==> src/rtl/shift_reg_sched_pkg.sv <==
// Shared constants and state encoding for the two-requester shift register scheduler.
package shift_sched_pkg;

  localparam logic [1:0] SEL_HOLD  = 2'b00;
  localparam logic [1:0] SEL_LEFT  = 2'b01;
  localparam logic [1:0] SEL_RIGHT = 2'b10;

  localparam logic ID_A = 1'b0;
  localparam logic ID_B = 1'b1;

  typedef enum logic [1:0] {
    IDLE    = 2'd0,
    SHIFT   = 2'd1,
    CAPTURE = 2'd2
  } state_e;

endpackage

==> src/rtl/shift_reg_sched_rr_arb2.sv <==
// Two-way round-robin arbiter; the pointer names the requester that wins a tie.
module rr_arb2 (
  input  logic [1:0] req,
  input  logic       ptr,
  input  logic       en,
  output logic [1:0] grant
);

  always_comb begin
    grant = 2'b00;
    if (en) begin
      if (req == 2'b11) grant = ptr ? 2'b10 : 2'b01;
      else              grant = req;
    end
  end

endmodule

==> src/rtl/shift_reg_sched.sv <==
// Shares one bidirectional shift register between requesters A and B, shifting
// for the requested count and returning the register contents with a done pulse.
module shift_reg_sched
  import shift_sched_pkg::*;
#(
  parameter int WIDTH = 4,
  parameter int CNT_W = 3
) (
  input  logic             clk,
  input  logic             rst,
  input  logic             a_valid,
  output logic             a_ready,
  input  logic             a_dir,
  input  logic [CNT_W-1:0] a_cnt,
  input  logic [WIDTH-1:0] a_data,
  input  logic             b_valid,
  output logic             b_ready,
  input  logic             b_dir,
  input  logic [CNT_W-1:0] b_cnt,
  input  logic [WIDTH-1:0] b_data,
  output logic [1:0]       sr_sel,
  output logic [WIDTH-1:0] sr_in,
  input  logic [WIDTH-1:0] sr_out,
  output logic             done_valid,
  output logic             done_id,
  output logic [WIDTH-1:0] done_data,
  output logic             busy
);

  state_e             state_q;
  logic               rr_q;
  logic               dir_q;
  logic               id_q;
  logic [CNT_W-1:0]   cnt_q;
  logic [WIDTH-1:0]   data_q;

  logic [1:0]         gnt;
  logic               hs;
  logic               dir_d;
  logic [CNT_W-1:0]   cnt_d;
  logic [WIDTH-1:0]   data_d;

  rr_arb2 u_arb (
    .req   ({b_valid, a_valid}),
    .ptr   (rr_q),
    .en    (state_q == IDLE),
    .grant (gnt)
  );

  // A grant is only ever issued to a valid requester, so any grant is a handshake.
  assign a_ready = gnt[0];
  assign b_ready = gnt[1];
  assign hs      = |gnt;

  always_comb begin
    dir_d  = gnt[1] ? b_dir  : a_dir;
    cnt_d  = gnt[1] ? b_cnt  : a_cnt;
    data_d = gnt[1] ? b_data : a_data;
  end

  always_ff @(posedge clk or posedge rst) begin
    if (rst) begin
      state_q <= IDLE;
      rr_q    <= ID_A;
      dir_q   <= 1'b0;
      id_q    <= 1'b0;
      cnt_q   <= '0;
      data_q  <= '0;
    end else begin
      case (state_q)
        IDLE: begin
          if (hs) begin
            dir_q   <= dir_d;
            cnt_q   <= cnt_d;
            data_q  <= data_d;
            id_q    <= gnt[1];
            state_q <= (cnt_d == '0) ? CAPTURE : SHIFT;
          end
        end
        SHIFT: begin
          cnt_q <= cnt_q - CNT_W'(1);
          if (cnt_q == CNT_W'(1)) state_q <= CAPTURE;
        end
        CAPTURE: begin
          rr_q    <= ~id_q;
          state_q <= IDLE;
        end
        default: state_q <= IDLE;
      endcase
    end
  end

  // sr_out is the shift register's own flop output; done_data forwards it in CAPTURE.
  assign busy       = (state_q != IDLE);
  assign sr_sel     = (state_q == SHIFT) ? (dir_q ? SEL_RIGHT : SEL_LEFT) : SEL_HOLD;
  assign sr_in      = (state_q == SHIFT) ? data_q : '0;
  assign done_valid = (state_q == CAPTURE);
  assign done_id    = (state_q == CAPTURE) ? id_q : 1'b0;
  assign done_data  = (state_q == CAPTURE) ? sr_out : '0;

endmodule

==> config.mk <==
export PLATFORM = sky130hd
export DESIGN_NAME = shift_reg_sched
export DESIGN_NICKNAME = d
export VERILOG_FILES = /design/src/rtl/shift_reg_sched_pkg.sv /design/src/rtl/shift_reg_sched_rr_arb2.sv /design/src/rtl/shift_reg_sched.sv
export SDC_FILE = /design/constraint.sdc
export NUM_CORES = 1
export LEC_CHECK = 0
export ABC_AREA = 1
export CAP_MARGIN = 20
export CORE_MARGIN = 8
export CORE_UTILIZATION = 40
export CTS_CLUSTER_DIAMETER = 80
export DETAILED_ROUTE_END_ITERATION = 16
export HOLD_SLACK_MARGIN = 0.03
export PLACE_DENSITY = 0.75
export SLEW_MARGIN = 5
export SYNTH_ARGS = -nofsm -noshare
export SYNTH_HDL_FRONTEND = slang
export SYNTH_HIERARCHICAL = 1
export SYNTH_SLANG_ARGS = --single-unit
==> constraint.sdc <==
create_clock -name clk -period 2.1 [get_ports clk]
set_clock_uncertainty 0.2 [all_clocks]
set_input_delay 0.63 -clock clk [delete_from_list [all_inputs] [get_ports clk]]
set_output_delay 0.63 -clock clk [all_outputs]
set_load 0.05 [all_outputs]
==> flow_summary.ini <==
[critical_path]
worstPathArrival_ps = 1360
cp.required_ps = 1270
cp-end-kind = output pin
crit_fanout = 4
start_kind = register
crit_type = reg -> out

[synthesis]
synth.distinct_cells = 17
synth_area_per_cell_um2 = 6.566
ys_ff_latch = 12
yosys-top-cells-count = nand2_1, inv_1, nor2_1, dfrtp_1
yosysWarnings = 6
yosysMostFrequentCell = nand2_1
ys.flop_type = dfrtp_1
synth_area_um2 = 820.8
netlist.area_leader.share_pct = 36.59
synth_cells = 125
synth_nets = 151
async_flop_share_pct = 100.0
synth_area_leader_cell = dfrtp_1
ys_seq_area_share_pct = 36.59
synthTopCellsByArea = dfrtp_1, nand2_1, inv_1, nor2_1, nand3_2
synth_edf_count = 0

[clocking]
clockRootBuffer = clkbuf_4
htree_num_levels = 1
cts_tree = built
insertion_delay_ps = 280
cts_buffers = 3
clk_pin_slew_ps = 80
cts.sink_count = 12
clock_path_buffers = 2

[drt]
wl_per_cell_um = 15.07
drc = 0
first_pass_iters = 4
drt_iter0_markers = 10
drt-total-wl_um = 3120
avgViaCountPerCell = 4.705
drt.antenna.violating_nets = 0
vias = 974

[grt]
grt_max_degree = 13
first_global_vias = 1127
antenna_found_initial = 0
grt_use_total_pct = 18.54
overflow = 0
grt_pass1_wl_um = 5126

[placed_design]
dp.cells = 196
place_hpwl_um = 2369
portBuffers = 38
gp_congestion = 0.7469

[outcome]
outcome = complete, but fails checks
violations = negative setup slack

[timing]
maxSlewViolCount = 0
finalSetupTns_ps = -551.3
setup_slack_ps = -87.86
slew-limit-headroom_pct = 68.52
period_minus_slack_ps = 2188
final_hold_viol_count = 0
setup_viol_count_final = 11
clock.fmax_ghz = 0.4571
fin_hold_ws_ps = 323.1
tightest_slew_ps = 471.6
rsz0062_at_grt = yes
fin_crit_sh_pct = 104.2

[min_path]
hold_class = reg -> reg

[pwr]
power_density_nw_per_um2 = 1438
power.total_mw = 2.371
leakage_nw = 0.8087
ir_worst_vdd_mv = 1.127

[finish]
nFillCells = 121
layout-drive-gt1-share_pct = 36.67
antennaDiodeCount = 0
stdcell_count = 207
areaGrowthSynthToFinish_pct = 100.9
num-nets-final = 207
finish.utilization_pct = 84.92

[floorplan]
die_height_um = 61.30
fp.dieW_um = 61.30
initial_utilization_pct = 42.27
coreArea_um2 = 1942
die_area_um2 = 3758
rows = 16
io_pins = 39

[flow_run]
drv_cap = 0
-- routing by layer --
metal	wire, um	track usage [%]	vias to the layer above
met5	0	0	-
met4	114	7.641	0
met3	232	5.010	14
met2	1720	37.46	44
met1	1051	16.47	437
li1	-	-	479
-- worst paths after layout --
check | from | endpoint | slack (ps) | cells past startpoint
worst max register to register | state_q[1] | data_q[2] | 140 | 10
worst min register to register | id_q | id_q | 320 | 2
min in group asynchronous | rst | dir_q | 480 | 2
worst max-delay path | state_q[1] | a_ready | -90 | 4
worst min-delay path | id_q | id_q | 320 | 2
max in group asynchronous | rst | state_q[1] | 880 | 2
-- per-stage QoR --
step | setup WS (ps) | instance area (um2)
3_5_place_dp | -349.7 | 1494
5_1_grt | -131.4 | 1649
2_1_floorplan | -116.7 | 873.3
4_1_cts | -75.50 | 1630
6_report | -87.86 | 1649
3_3_place_gp | -296.2 | 1494
-- timing repair --
item | in CTS | in global routing
gates resized for setup | 24 | 2
hold buffers | 0 | 0
endpoints found under the setup margin | 22 | 15
pin swaps | 6 | 1
setup buffers | 5 | 2
hold endpoints to repair | 0 | 0
-- area by class of cell --
class / instances / area, um2 / area share (%)
repair buffers: 53 / 656.9 / 39.83
inverters: 27 / 106.4 / 6.449
multi-input cells: 84 / 513.0 / 31.11
clock buffers: 4 / 36.28 / 2.200
well taps: 27 / 33.78 / 2.049
flip-flops and latches: 12 / 302.8 / 18.36
-- flip-flops by register name, indices dropped and copies added (netlist names) --
register,count
cnt_q,3
dir_q,1
id_q,1
data_q,4
rr_q,1
state_q,2
-- cells by family after synthesis --
family / after synthesis / synth area share [%]
AND/OR/NAND/NOR: 72 / 38.57
buffers and inverters: 29 / 14.33
flip-flops: 12 / 36.59
AO/OA/AOI/OAI: 10 / 7.468
adder cells (fa/ha/maj): 2 / 3.048
-- power by group --
group	leakage [nW]	internal [mW]	total [mW]	switching (mW)
logic	0.644	0.762	1.75	0.986
registers	0.144	0.347	0.434	0.0871
clock network	0.0210	0.106	0.190	0.0841
-- critical path: stages, from the launching register on --
cell     delay (ps)
dfrtp_2         460
nor2_4          160
nand2_1          80
a21oi_2         210
buf_12          170
-- cell usage in the layout (no fill, tap or decap), types with 2 or more instances in the layout --
cell,synthesis,final
dlygate4sd2_1,0,5
buf_12,0,16
dfrtp_1,12,10
nor2_4,1,14
o21ai_1,3,3
inv_4,0,2
nand3_1,5,5
nand2_1,43,42
o21ai_2,3,3
buf_6,1,2
clkdlybuf4s50_1,0,17
buf_4,0,12
nand3_2,4,4
ha_1,2,2
clkbuf_4,0,3
dfrtp_2,0,2
nor2_1,16,5
inv_1,22,21
inv_2,5,4
Note: power is estimated with default switching activity, not from simulation.
==> patch 1, RTL diff (same flow settings) <==
The parameter `CNT_W` goes from 3 to 6.
--- a/src/rtl/shift_reg_sched.sv
+++ b/src/rtl/shift_reg_sched.sv
@@ -4,7 +4,7 @@
   import shift_sched_pkg::*;
 #(
   parameter int WIDTH = 4,
-  parameter int CNT_W = 3
+  parameter int CNT_W = 6
 ) (
   input  logic             clk,
   input  logic             rst,
Ports: changed (resized a_cnt and b_cnt); port bits go from 39 to 45. The function was not compared with the original's and may differ.
==> patch 1 against the original RTL <==
  * The run still ends with setup timing left
  * Routed wire length is 3.2% higher
  * Non-clock buffer count rose by 10
  * Cell area is 19% higher
  * Critical path depth stayed put
  * Worst setup slack got worse by 0.11 ns
  * Sequential cell count up 3
  * Clock power down 14%
  * Area after synthesis is 28% higher
  * Total power rose by 17%
==> patch 1: results <==
{
  "status": "complete, but fails checks",
  "failed_checks": "setup timing",
  "grt_pass1_wl_um": 5550,
  "regToRegEndpoint": "cnt_q[1]",
  "rrSetupSlack_ns": 0.12,
  "synth_fp_nets": 183,
  "setup_slack_ns": -0.195,
  "seq_area_frac_synth_pct": 35.8,
  "yosys-top-cells-count": "nand2_1, nor2_1, inv_1",
  "routed_wl_um": 3220,
  "p_clk_share_pct": 5.9,
  "dr_total_vias": 1176,
  "setup_viol": 13,
  "io_buffer_count": 44,
  "synth-compound-area-share_pct": 10.8,
  "gp_congestion": 0.788,
  "synth_cell_types": 25,
  "crit_arrival_ns": 1.46,
  "critPathMaxStageDelay_ns": 0.44,
  "dp_worst_setup_slack_ns": -0.320,
  "p_sw_share_pct": 49.2,
  "slew-limit-headroom_pct": 81.7,
  "hold_slack_ns": 0.305,
  "final_layout_size_suffix_gt1_share_pct": 32.6,
  "cp-endpoint": "done_data[3]",
  "grtUsageTotal_pct": 15.3,
  "p_seq_uw": 539
}
==> patch 1: cell type report <==
type                            count  area share (%)
Timing Repair Buffer               63            37.8
Sequential cell                    15            19.2
Inverter                           27            6.40
Clock buffer                        4            1.34
Tap cell                           30            1.92
Multi-Input combinational cell    106            33.3
==> patch 1: per-stage QoR <==
step	std cells	setup TNS [ns]	area, µm²
2_1_floorplan	151	-0.845	1120
3_5_place_dp	234	-4.90	1800
4_1_cts	244	-1.24	1940
5_1_grt	245	-2.03	1960
3_3_place_gp	234	-4.29	1800
6_report	245	-1.22	1960
==> patch 1: routing by layer <==
metal  part of all wire, %  routed length [µm]  GRT usage [%]
met3                   7.7                 249           3.48
met2                    51                1650           28.4
met5                     0                   0              0
met4                  0.81                  26           4.70
met1                    40                1300           16.7
==> patch 1: what timing repair did <==
item,4_1_cts,5_1_grt
setup endpoints to repair,19,18
pin swaps,5,6
gates resized for setup,21,3
setup buffers,6,1
==> patch 2, RTL diff (same settings) <==
Made on the original files. Make the reset (`rst`) synchronous in one clocked block.
--- a/src/rtl/shift_reg_sched.sv
+++ b/src/rtl/shift_reg_sched.sv
@@ -58,7 +58,7 @@
     data_d = gnt[1] ? b_data : a_data;
   end
 
-  always_ff @(posedge clk or posedge rst) begin
+  always_ff @(posedge clk) begin
     if (rst) begin
       state_q <= IDLE;
       rr_q    <= ID_A;
Check against the original RTL: differs if rst is asserted again (counterexample within 4 cycles, from zero or initial values and one cycle with rst high); with rst held inactive, the same outputs for 10 cycles.
==> patch 2 against the original RTL <==
  * Total power down 17%
  * Count of clock-buffer cells in the layout stayed put
  * Routed wire length decreased by 12%
  * Sequential share of layout area shrank 2.2 points
  * Sequential cell count unchanged
  * Die area down 1.9%
  * Fmax is 6.0% higher
  * Area after synthesis is 2.6% lower
  * Cell area decreased by 8.6%
  * Worst setup slack better by 0.12 ns
  * Critical path type unchanged
  * Critical endpoint unchanged
  * Highest routed layer unchanged
==> patch 2: results <==
{
  "clkLatencyLatePin_ns": 0.28,
  "worst_pin_slew_ns": 0.329,
  "drtIter0Drc": 58,
  "root_buffer": "clkbuf_4",
  "crit_arrival_ns": 1.23,
  "gp_congestion": 0.805,
  "first_pass_iters": 4,
  "wl_met3_um": 269,
  "synthFlopType": "dfxtp_1",
  "synthTopCellsByArea": "dfxtp_1, nand2_1, inv_1",
  "highest_layer": "met4",
  "status": "complete, no violations",
  "tns_ns": 0,
  "use_met3_pct": 6.36,
  "ys_warn_count": 6,
  "routed_wl_um": 2740,
  "io_buffer_count": 38,
  "hold_path_class": "register to register",
  "yosys-top-cells-count": "nand2_1, inv_1, dfxtp_1, nor2_1, a21oi_1",
  "dr_total_vias": 990,
  "htree_levels": 1,
  "placedCellCount": 201,
  "antenna_found_initial": 0,
  "grt_pass1_wl_um": 4440,
  "p_leak_uw": 0.000728,
  "vdd_ir_drop_max_v": 0.000962,
  "grt_pass1_vias": 1014,
  "wl_met2_um": 1410,
  "synth.mux.area_fraction_pct": 0,
  "clk_pin_slew_ns": 0.08,
  "instances_no_fill": 209,
  "cts_buffers": 3,
  "grt_max_degree": 12,
  "seq_area_frac_synth_pct": 30.0,
  "top_regs": "data_q (4), cnt_q (3), state_q (2)",
  "drt-met1-wl_um": 1010,
  "use_met1_pct": 16.5,
  "final_layout_size_suffix_gt1_share_pct": 32.4,
  "met2_usage_pct": 27.5,
  "avgSynthCellArea_um2": 5.97,
  "synthArstFlopShare_pct": 0,
  "dpl.hpwl_um": 2090,
  "crit_path_max_fanout": 4,
  "synth_cell_types": 17,
  "synth_fa_ha_area_share_pct": 3.13,
  "diodes": 0,
  "grtUsageTotal_pct": 15.9,
  "synth_xor_area_share_pct": 0,
  "synth-compound-area-share_pct": 12.2,
  "synth_fp_nets": 160,
  "clock_path_buffers": 2
}
[patch 2: changes by cell type in the layout (fill, tap and decap cells not counted), moves of 6 or more]
cell | before | now
dfrtp_1 | 10 | 0
dfxtp_1 | 0 | 10
nor2_2 | 0 | 10
nor2_4 | 14 | 4
a21oi_1 | 1 | 8
inv_1 | 21 | 28
nand2_1 | 42 | 36
[patch 2: final cells by class]
cell class / instances / area [µm²]
fillers: 138 / 415
clock buffers: 4 / 36.3
well taps: 27 / 33.8
repair buffers: 47 / 583
multi-input cells: 87 / 490
inverters: 32 / 120
flip-flops and latches: 12 / 243
[patch 2: power breakdown]
group          internal, µW  switching [µW]
clock network           105            84.2
logic                   588             793
registers               331            71.8
total                  1020             949
[patch 2: worst max-delay path: stages, from the launching register on]
cell,delay [ns]
dfxtp_2,0.37
nor2_4,0.17
nand2_2,0.09
a21oi_4,0.17
buf_12,0.16
[patch 2: final timing paths]
check	startpoint	end	slack, ns	cells past startpoint
min	data_q[3]	data_q[3]	0.28	2
max reg2reg	state_q[0]	cnt_q[2]	0.20	12
min reg2reg	data_q[3]	data_q[3]	0.28	2
max	state_q[0]	a_ready	0.04	4
[patch 2: per-stage QoR]
stage | instance area [µm²] | hold slack (ns) | power (µW) | setup slack, ns
after global placement | 1390 | 0.240 | 1600 | -0.300
after global routing | 1510 | 0.298 | 2120 | -0.0258
after CTS | 1490 | 0.278 | 1920 | -0.0351
final | 1510 | 0.278 | 1970 | 0.0362
after floorplan | 825 | 0.230 | 1160 | -0.00829
after detailed placement | 1390 | 0.248 | 1640 | -0.346
[patch 2: timing repair]
item | CTS | global route
endpoints found under the setup margin | 14 | 15
gates resized for setup | 23 | 7
hold buffers | 0 | 0
hold endpoints to repair | 0 | 0
pin swaps | 4 | 1
buffers inserted | 2 | 2
